--- src/rtl/counter_pkg.sv ---
// Shared constants and types for the free-running counter.
package counter_pkg;

    localparam int unsigned COUNTER_WIDTH_DEFAULT = 4;

    typedef logic [COUNTER_WIDTH_DEFAULT-1:0] count_t;

    localparam count_t COUNTER_RESET_DEFAULT = '0;

endpackage : counter_pkg

--- src/rtl/counter.sv ---
// Free-running WIDTH-bit up counter with asynchronous active-high reset to RESET_VAL.
module counter
    import counter_pkg::*;
#(
    parameter int unsigned WIDTH     = COUNTER_WIDTH_DEFAULT,
    parameter int unsigned RESET_VAL = 32'(COUNTER_RESET_DEFAULT)
) (
    input  logic             clk,
    input  logic             reset,
    output logic [WIDTH-1:0] count
);

    logic [WIDTH-1:0] count_next;

    // Carry out of the top bit is dropped, giving modulo-2^WIDTH wrap.
    assign count_next = count + WIDTH'(1);

    always_ff @(posedge clk or posedge reset) begin
        if (reset) begin
            count <= WIDTH'(RESET_VAL);
        end else begin
            count <= count_next;
        end
    end

`ifndef SYNTHESIS
    if (WIDTH < 1 || WIDTH > 32) begin : g_bad_width
        $error("counter: WIDTH=%0d outside 1..32", WIDTH);
    end

    if (64'(RESET_VAL) >= (64'd1 << WIDTH)) begin : g_bad_reset_val
        $error("counter: RESET_VAL=%0d does not fit in WIDTH=%0d", RESET_VAL, WIDTH);
    end

    logic [WIDTH-1:0] chk_prev;
    logic             chk_valid;

    // Reads of count here see the pre-edge value, so each edge compares against the previous one.
    always @(posedge clk or posedge reset) begin
        if (reset) begin
            chk_valid <= 1'b0;
            chk_prev  <= WIDTH'(RESET_VAL);
        end else begin
            if (chk_valid) begin
                assert (!$isunknown(count))
                    else $error("counter: count is X/Z out of reset");
                assert (count == WIDTH'(chk_prev + WIDTH'(1)))
                    else $error("counter: count %0d did not follow %0d", count, chk_prev);
            end
            chk_valid <= 1'b1;
            chk_prev  <= count;
        end
    end

    always @(negedge clk) begin
        if (reset) begin
            assert (count == WIDTH'(RESET_VAL))
                else $error("counter: count %0d != RESET_VAL during reset", count);
        end
    end
`endif

endmodule : counter

--- config.mk ---
export PLATFORM = sky130hd
export DESIGN_NAME = counter
export DESIGN_NICKNAME = d
export VERILOG_FILES = /design/src/rtl/counter_pkg.sv /design/src/rtl/counter.sv
export SDC_FILE = /design/constraint.sdc
export NUM_CORES = 1
export LEC_CHECK = 0
export CELL_PAD_IN_SITES_DETAIL_PLACEMENT = 1
export CELL_PAD_IN_SITES_GLOBAL_PLACEMENT = 1
export CORE_AREA = 3 3 40 42
export DETAILED_ROUTE_END_ITERATION = 16
export DIE_AREA = 0 0 43 45
export GPL_TIMING_DRIVEN = 0
export PLACE_DENSITY_LB_ADDON = 0.15
export SLEW_MARGIN = 5
export SYNTH_ARGS = -nofsm -noshare
export SYNTH_HDL_FRONTEND = slang
export SYNTH_SLANG_ARGS = --single-unit
export TNS_END_PERCENT = 50
--- constraint.sdc ---
create_clock -name clk -period 0.82 [get_ports clk]
set_input_delay 0.123 -clock clk [delete_from_list [all_inputs] [get_ports clk]]
set_output_delay 0.123 -clock clk [all_outputs]
set_load 0.02 [all_outputs]
==> impl_results.md, run 1 <==
* Initial antenna violation count at 0
* Area Overhead vs Synth at 91.5%
* Overflow after GRT at 0
* Number of hold violations in the final report at 0
* Yosys cell types at 6
* Layout cells sized above 1 at 0.652
* Slew headroom at 0.896
* Synth top area cells: dfrtp_1 (68%), ha_1 (8.5%), nand3_2 (6.8%), xnor2_1 (5.9%), xor2_1 (5.9%)
* CP Buf/Inv Count at 1
* Total Wirelength at 303 um
* Arr. time, crit path at 800 ps
* # Max-Cap Violations at 0
* Worst Path Max Fanout at 4
* Nature of the critical path startpoint: flop
* CTS tree: yes
* CP required at 700 ps
* Fin nets at 27
* Via Count at 117
* Fin crit share at 1.12
* Fillers at about 150
* Residual DRC count at 0
* DP HPWL at between 200 and 250 um
* Hold WC Path Type: input pin to asynchronous set/reset pin
* DP Worst Slack at -300 ps
* Max Clk Rate at ~1100 MHz
* EDFF count, synth at 0
* Fin. max-slew vios at 0
* Total power divided by cell area at 1690 nW/um^2
* Syn Std Cell Area at 148 sq um
* CTS Buf Count at 3
* Die width at 43 um
* Clk_lat worst skew at between 200 and 250 ps
* # hold bufs at CTS at 0
* Top_reg_cell synth: dfrtp_1
* Clk Tree Root Cell: clkbuf_4
* Die height at 45 um
* Num rows at 13
* Post-DRT Antenna Nets at 0
* Storage element area at ~100 sq um
* Most flops, register: count
* Ys async rst share at 1.00
* Fin Setup TNS at -319 ps
* Synthesized area per cell at 14.8 sq um
* Fin crit period at about 920 ps
* Total power at 0.477 mW
* Footprint of the multi-input gates at 42.5 sq um
* Clock Sinks at 4
* Worst-path clk slew at 40 ps
* Critical path class: flop to output port
* Most frequent cells after synthesis: dfrtp_1 (4), inv_1 (2)
* Final WS setup at -102 ps
* Starting Density at 0.115
* TritonRoute pass-1 iters at 1
* RD Place Congestion at 0.574
* Vias in the first global route at approximately 150
* Yosys top cell area share at 0.678
* Vias/cell at 3.08
* Slowest CP cell: dfrtp_2
* Final Skew at 4.76 ps
* Lkg Pwr at 0.147 nW
* Final core utilization at 0.220
* Largest regs: count x4
* Delay-heaviest family, CP: flip-flops
* Clock buffer depth at 2
* Maximum vdd drop at about 0.84 mV
* Largest net degree at the start of global routing at 5
* Placed inst area at 221 sq um
* # port buffers at 5
* Iter 0 DRT Violations at 0
* Status: complete, but fails checks
* CP Capture Type: output port
* #FFs+latches synth at 4
* Setup-failing EPs final at 5
* Worst path max stage delay at ~420 ps
* Final Instance Area at about 280 sq um
* GRT Util Overall at 0.0451
* RSZ-0062 raised after global routing: yes
* Largest register FFs at 4
* IO Pins at 6
* Seq/Total Area, Yosys at 0.678
* Largest area contributor in the netlist: dfrtp_1
* Count leader, synth: dfrtp_1
* Ys Warns at 0
* Htree depth at 1
* Slew @ Worst Pin at 156 ps
* WL/cell at 7.97 um
* Critical-path cell list: buf_6
* First-pass GRT wire length at 538 um
* Post-Syn Instances at 10
* Die ar. at 1940 sq um
* Failing checks: negative setup slack
* Area of the core at 1280 sq um
* Syn Nets at 13
* Inserted Diodes at 0
## cells by family (layout without fill, tap and decap cells)
logic type | after synthesis | after routing | share of synthesized area
xor+xnor | 2 | 2 | 0.119
fa+ha+maj | 1 | 1 | 0.0847
buf+inv | 2 | 15 | 0.0509
flops | 4 | 4 | 0.678
simple gates | 1 | 1 | 0.0678
## final timing paths
| kind | start | end | slack [ps] | cells past startpoint |
|---|---|---|---|---|
| min in group clk | count[0] | count[0] | 470 | 1 |
| min reg2reg | count[0] | count[0] | 470 | 1 |
| max | count[0] | count[0] | -100 | 1 |
| min | reset | count[0] | 80 | 2 |
| max in group asynchronous | reset | count[1] | 580 | 2 |
| max reg2reg | count[0] | count[2] | -30 | 2 |
## report_power, final
| group | switching, mW | internal, mW | total [mW] |
|---|---|---|---|
| Combinational | 0.00427 | 0.00447 | 0.00874 |
| Clock | 0.0868 | 0.183 | 0.270 |
| Sequential | 0 | 0.198 | 0.198 |
## metrics by stage
step	hold slack [ps]	cells
6_report	76.8	38
5_1_grt	98.7	38
4_1_cts	71.9	37
3_5_place_dp	325	30
3_3_place_gp	324	30
2_1_floorplan	-111	10
## repair_timing
action / 4_1_cts / 5_1_grt
setup buffers: 3 / 1
gates resized for setup: 22 / 2
endpoints found under the setup margin: 5 / 7
## placed cells by master (no fill, tap or decap), drive strengths merged
| cell | synthesis | final |
|---|---|---|
| dfrtp | 4 | 4 |
| clkbuf | 0 | 4 |
| clkdlybuf4s50 | 0 | 1 |
| buf | 0 | 8 |
| inv | 2 | 2 |
| xnor2 | 1 | 1 |
| nand3 | 1 | 1 |
| ha | 1 | 1 |
| xor2 | 1 | 1 |
## area by class of cell
cell class | count | area share
clock buffer | 4 | 0.0929
sequential | 4 | 0.363
timing repair buffer | 9 | 0.301
multi-input combinational | 4 | 0.150
inverter | 2 | 0.0265
tap | 15 | 0.0664
## per-layer routing
layer | global-route usage | vias up | routed length, um
met4 | 0.0181 | 0 | 0
met3 | 0.0637 | 0 | 40
li1 | - | 57 | -
met1 | 0.0389 | 55 | 131
met2 | 0.0569 | 5 | 130
met5 | 0 | - | 0
Power figures use the tool's default switching activity.
==> inputs of run 2 (changes only) <==
Clock period 0.82 ns to 1.01 ns, I/O delays scaled along.
==> impl_results.md, run 2 (same netlist as run 1, synthesis figures left out) <==
* Worst Path Max Fanout at 3 (-1)
* Overflow after GRT at 0 (unchanged)
* # port buffers at 5 (unchanged)
* Max Clk Rate at 1040 MHz
* Die width at 43 um (unchanged)
* NetSw at 0.0655 mW (-28%)
* Clock buffer depth at 2 (unchanged)
* Worst path max stage delay at 370 ps (-50 ps)
* Fin crit share at 0.956
* Iter 0 DRT Violations at 0 (unchanged)
* IO Pins at 6 (unchanged)
* Largest net degree at the start of global routing at 5 (unchanged)
* Status: complete, no violations
* Most flops, register: count
* Reg2Reg Depth at 3 (+1)
* Final Instance Area at 226 sq um (-20%)
* # Max-Cap Violations at 0 (unchanged)
* CTS tree: yes
* Area of the core at 1280 sq um (unchanged)
* Final WS setup at 44.1 ps (+146 ps)
* Worst r2r dst: count[2]
* Worst r2r src: count[0]
* CP Capture Type: flop
* WL/cell at 8.35 um (+4.8%)
* Final Skew at 1.20 ps (-3.56 ps)
* TritonRoute pass-1 iters at 1 (unchanged)
* Slew headroom at 0.890 (-0.00634)
* Area Overhead vs Synth at 53.4%
* Sequential power share at 0.444 (+0.028)
* Hold WC Path Type: input pin to asynchronous set/reset pin
* Fin. max-slew vios at 0 (unchanged)
* Via Count at 110 (-6.0%)
* Initial antenna violation count at 0 (unchanged)
* Residual DRC count at 0 (unchanged)
* Lkg Pwr at 0.127 nW (-14%)
* Clk Tree Root Cell: clkbuf_4
* Layout cells sized above 1 at 0.474 (-0.178)
* First-pass GRT wire length at 552 um (+2.6%)
* Total Wirelength at 284 um (-6.3%)
* Worst-path clk slew at 40 ps (about the same)
* Final core utilization at 0.176 (-0.0438)
* Delay-heaviest family, CP: flip-flops
* Die ar. at 1940 sq um (unchanged)
* Placed inst area at 216 sq um (-2.3%)
* Sw frac at 0.180 (-0.0106)
* Critical-path cell list: buf_4 > ha_1 > xor2_1
* Arr. time, crit path at 1080 ps (+280 ps)
* Fillers at 144 (-5.3%)
* Starting Density at 0.115 (unchanged)
* Maximum vdd drop at 0.468 mV (-44%)
* Fin nets at 24 (-11%)
* WP depth at 3 (+2)
* Vias/cell at 3.24 (+5.1%)
* Vias in the first global route at 119 (-18%)
* Critical path class: flop to flop
* Htree depth at 1 (unchanged)
* Die height at 45 um (unchanged)
* CP Launch Point: count[0]
* Comb power frac at 0.020 (+0.002)
* Clock Sinks at 4 (unchanged)
* Most frequent cells in the layout: dfrtp_1 (4), buf_2 (4), clkbuf_4 (3)
* RD Place Congestion at 0.552 (-3.8%)
* CP required at 1120 ps (+420 ps)
* Number of hold violations in the final report at 0 (unchanged)
* RSZ-0062 raised after global routing: no
* Fin crit period at roughly 970 ps
* Int Power at 0.297 mW (-23%)
* Register-to-register setup slack at 40 ps (+70 ps)
* Clk_lat worst skew at 230 ps (about the same)
* Largest regs: count x4
* Total power at 0.363 mW (-24%)
* Total power divided by cell area at 1600 nW/um^2 (-5.0%)
* CP Buf/Inv Count at 1 (unchanged)
* GRT Util Overall at 0.0468 (+0.00167)
* Nature of the critical path startpoint: flop
* Num rows at 13 (unchanged)
* DP Worst Slack at -172 ps (+128 ps)
* CTS Buf Count at 3 (unchanged)
* Slowest CP cell: dfrtp_1
* Largest register FFs at 4 (unchanged)
* Clock network fraction of total power at 0.536 (-0.030)
* Post-DRT Antenna Nets at 0 (unchanged)
* Setup-failing EPs final at 0 (-5)
* Hold_ws at 106 ps (+29.6 ps)
* Inserted Diodes at 0 (unchanged)
* Slew @ Worst Pin at 165 ps (+9.50 ps)
[run 2: metrics by stage]
step	TNS, ps	instances
global placement	-523	30
floorplan	0	10
finish	0	34
detailed placement	-534	30
CTS	0	34
global route	0	34
[run 2: how the worst max path moves through the flow]
stage | to | slack, ps
floorplan | count[2] | 50
global placement | count[0] | -170
detailed placement | count[0] | -170
CTS | count[2] | 40
global route | count[1] | 0.5
finish | count[2] | 40
[run 2: worst reg2reg max path, stage by stage (launching register included)]
cell and delay, ps:
dfrtp_1 370, buf_4 150, ha_1 200, xor2_1 140
[run 2: per-layer routing]
layer | vias to the layer above | global-route usage | routed length (um)
met5 | - | 0 | 0
met4 | 0 | 0.0361 | 0
met2 | 7 | 0.0479 | 106
met3 | 0 | 0.0637 | 42
li1 | 51 | - | -
met1 | 52 | 0.0438 | 136
[run 2: what timing repair did]
action	4_1_cts	5_1_grt
setup endpoints to repair	4	0
setup buffers	1	0
hold buffers	0	0
gates resized for setup	16	0
[run 2: area by class of cell]
cell class,instances,area [sq um],area share
clock buffers,3,22.5,0.0994
inverters,2,7.51,0.0331
well taps,15,18.8,0.0829
multi-input cells,4,40.0,0.177
repair buffers,6,37.5,0.166
flip-flops and latches,4,100,0.442
[run 2: power groups by stage]
stage	clock network [mW]	registers [mW]	logic (mW)
6_report	0.195	0.161	0.00716
4_1_cts	0.206	0.161	0.00742
3_3_place_gp	0	0.163	0.00736
2_1_floorplan	0	0.163	0.00267
5_1_grt	0.221	0.161	0.00825
3_5_place_dp	0	0.163	0.00740
==> inputs of run 3 (changes only) <==
Settings changed: CTS_CLUSTER_SIZE from default to 24, GPL_TIMING_DRIVEN 0 to 1.
==> impl_results.md, run 3 (same netlist as run 1, synthesis figures left out) <==
* Status: complete, no violations
* First-pass GRT wire length at 696 um (+26%)
* Area Overhead vs Synth at 70.3%
* WL/cell at 8.84 um (+5.8%)
* Fin Setup TNS at 0 ps (unchanged)
* Fillers at 150 (+4.2%)
* Inserted Diodes at 0 (unchanged)
* # Max-Cap Violations at 0 (unchanged)
* Starting Density at 0.115 (unchanged)
* Clock Sinks at 4 (unchanged)
* CTS tree: yes
* Most frequent cells in the layout: dfrtp_1 (4), buf_2 (4), buf_4 (4)
* Total Wirelength at 327 um (+15%)
* Maximum vdd drop at 0.417 mV (-11%)
* TritonRoute pass-1 iters at 2 (+1)
* Final Skew at 4.39 ps (+3.19 ps)
* GRT Util Overall at 0.0584 (+0.0116)
* Slew @ Worst Pin at 171 ps (+5.27 ps)
* Area of the core at 1280 sq um (unchanged)
* Initial antenna violation count at 0 (unchanged)
* Fin crit period at 933 ps (-33.1 ps)
* Largest regs: count x4
* CTS Buf Count at 3 (unchanged)
* Total power divided by cell area at 1460 nW/um^2 (-8.9%)
* RD Place Congestion at 0.488 (-12%)
* Clock buffer depth at 2 (unchanged)
* Worst-path clk slew at 40 ps (about the same)
* Clk Tree Root Cell: clkbuf_4
* Via Count at 120 (+9.1%)
* DP HPWL at 249 um
* Fin. max-slew vios at 0 (unchanged)
* Largest register FFs at 4 (unchanged)
* CP Capture Type: flop
* IO Pins at 6 (unchanged)
* Largest net degree at the start of global routing at 5 (unchanged)
* Residual DRC count at 0 (unchanged)
* Iter 0 DRT Violations at 3 (+3)
* Die height at 45 um (unchanged)
* Clk_lat worst skew at 240 ps (about the same)
* Die width at 43 um (unchanged)
* # port buffers at 5 (unchanged)
* Arr. time, crit path at 1050 ps (-30 ps)
* Slew headroom at 0.886 (-0.00352)
* Lkg Pwr at 0.142 nW (+12%)
* Setup-failing EPs final at 0 (unchanged)
* # hold bufs at CTS at 0 (unchanged)
* Number of hold violations in the final report at 0 (unchanged)
* Die ar. at 1940 sq um (unchanged)
* Setup bufs post-CTS at 0 (-1)
* Final WS setup at 77.2 ps (+33.1 ps)
* Nature of the critical path startpoint: flop
* Most flops, register: count
* Vias/cell at 3.24 (+0.25%)
* Worst Path Max Fanout at 3 (unchanged)
* DP Worst Slack at -91.5 ps (+80.8 ps)
* Overflow after GRT at 0 (unchanged)
* Critical path class: flop to flop
* Post-DRT Antenna Nets at 0 (unchanged)
* RSZ-0062 raised after global routing: no
* CP required at 1130 ps (about the same)
* Max Clk Rate at 1070 MHz (+3.5%)
* Fin crit share at 0.924 (-0.0328)
* Layout cells sized above 1 at 0.591 (+0.117)
* Non-Filler Instances at 37 (+8.8%)
* Fin nets at 27 (+13%)
* Vias in the first global route at 159 (+34%)
* Hold WC Path Type: input pin to asynchronous set/reset pin
* Htree depth at 1 (unchanged)
* Num rows at 13 (unchanged)
* Placed Cells at 34 (+13%)
-- run 3: cell types whose count changed in the layout (fill, tap and decap cells not counted) --
cell and delta:
buf_4 +3, ha_1 -1, ha_2 +1
-- run 3: cell type report --
cell class	count	area [sq um]	area share
multi-input cells	4	42.5	0.169
well taps	15	18.8	0.0746
flip-flops and latches	4	100	0.398
clock buffers	3	22.5	0.0896
repair buffers	9	60.1	0.239
inverters	2	7.51	0.0299
-- run 3: final timing paths --
kind / startpoint / to / slack, ps / depth (start not counted)
setup / recovery: count[0] / count[2] / 80 / 3
hold / removal: reset / count[3] / 100 / 2
setup reg to reg: count[0] / count[2] / 80 / 3
hold reg to reg: count[0] / count[0] / 530 / 2
max in group asynchronous: reset / count[0] / 740 / 2
min in group clk: count[0] / count[0] / 530 / 2
-- run 3: metal layers --
metal	GRT usage	part of all wire	wire length (um)
met5	0	0	0
met4	0.0361	0	0
met3	0.0837	0.18	59
met2	0.0749	0.41	135
met1	0.0437	0.40	132
-- run 3: worst max-delay path, cell delays in order (launching register included) --
cell	delay (ps)
dfrtp_1	370
buf_4	140
ha_2	180
xor2_1	140
-- run 3: metrics by stage --
stage	util	hold slack (ps)	power [mW]	area, sq um
after global routing	0.196	115	0.404	251
after CTS	0.194	105	0.381	249
after global placement	0.192	355	0.171	246
after floorplan	-	-82.4	0.166	148
final	0.196	104	0.367	251
after detailed placement	0.192	366	0.171	246
-- run 3: what timing repair did --
action | in CTS | in global routing
endpoints found under the hold margin | 0 | 0
resized for setup | 16 | 1
pin swaps | 0 | 0
endpoints found under the setup margin | 4 | 1
-- run 3: where the power goes --
| part | internal (mW) | leakage [nW] | switching, mW |
|---|---|---|---|
| clock network | 0.133 | 0.0138 | 0.0657 |
| registers | 0.161 | 0.0518 | 0 |
| logic | 0.00361 | 0.0768 | 0.00364 |
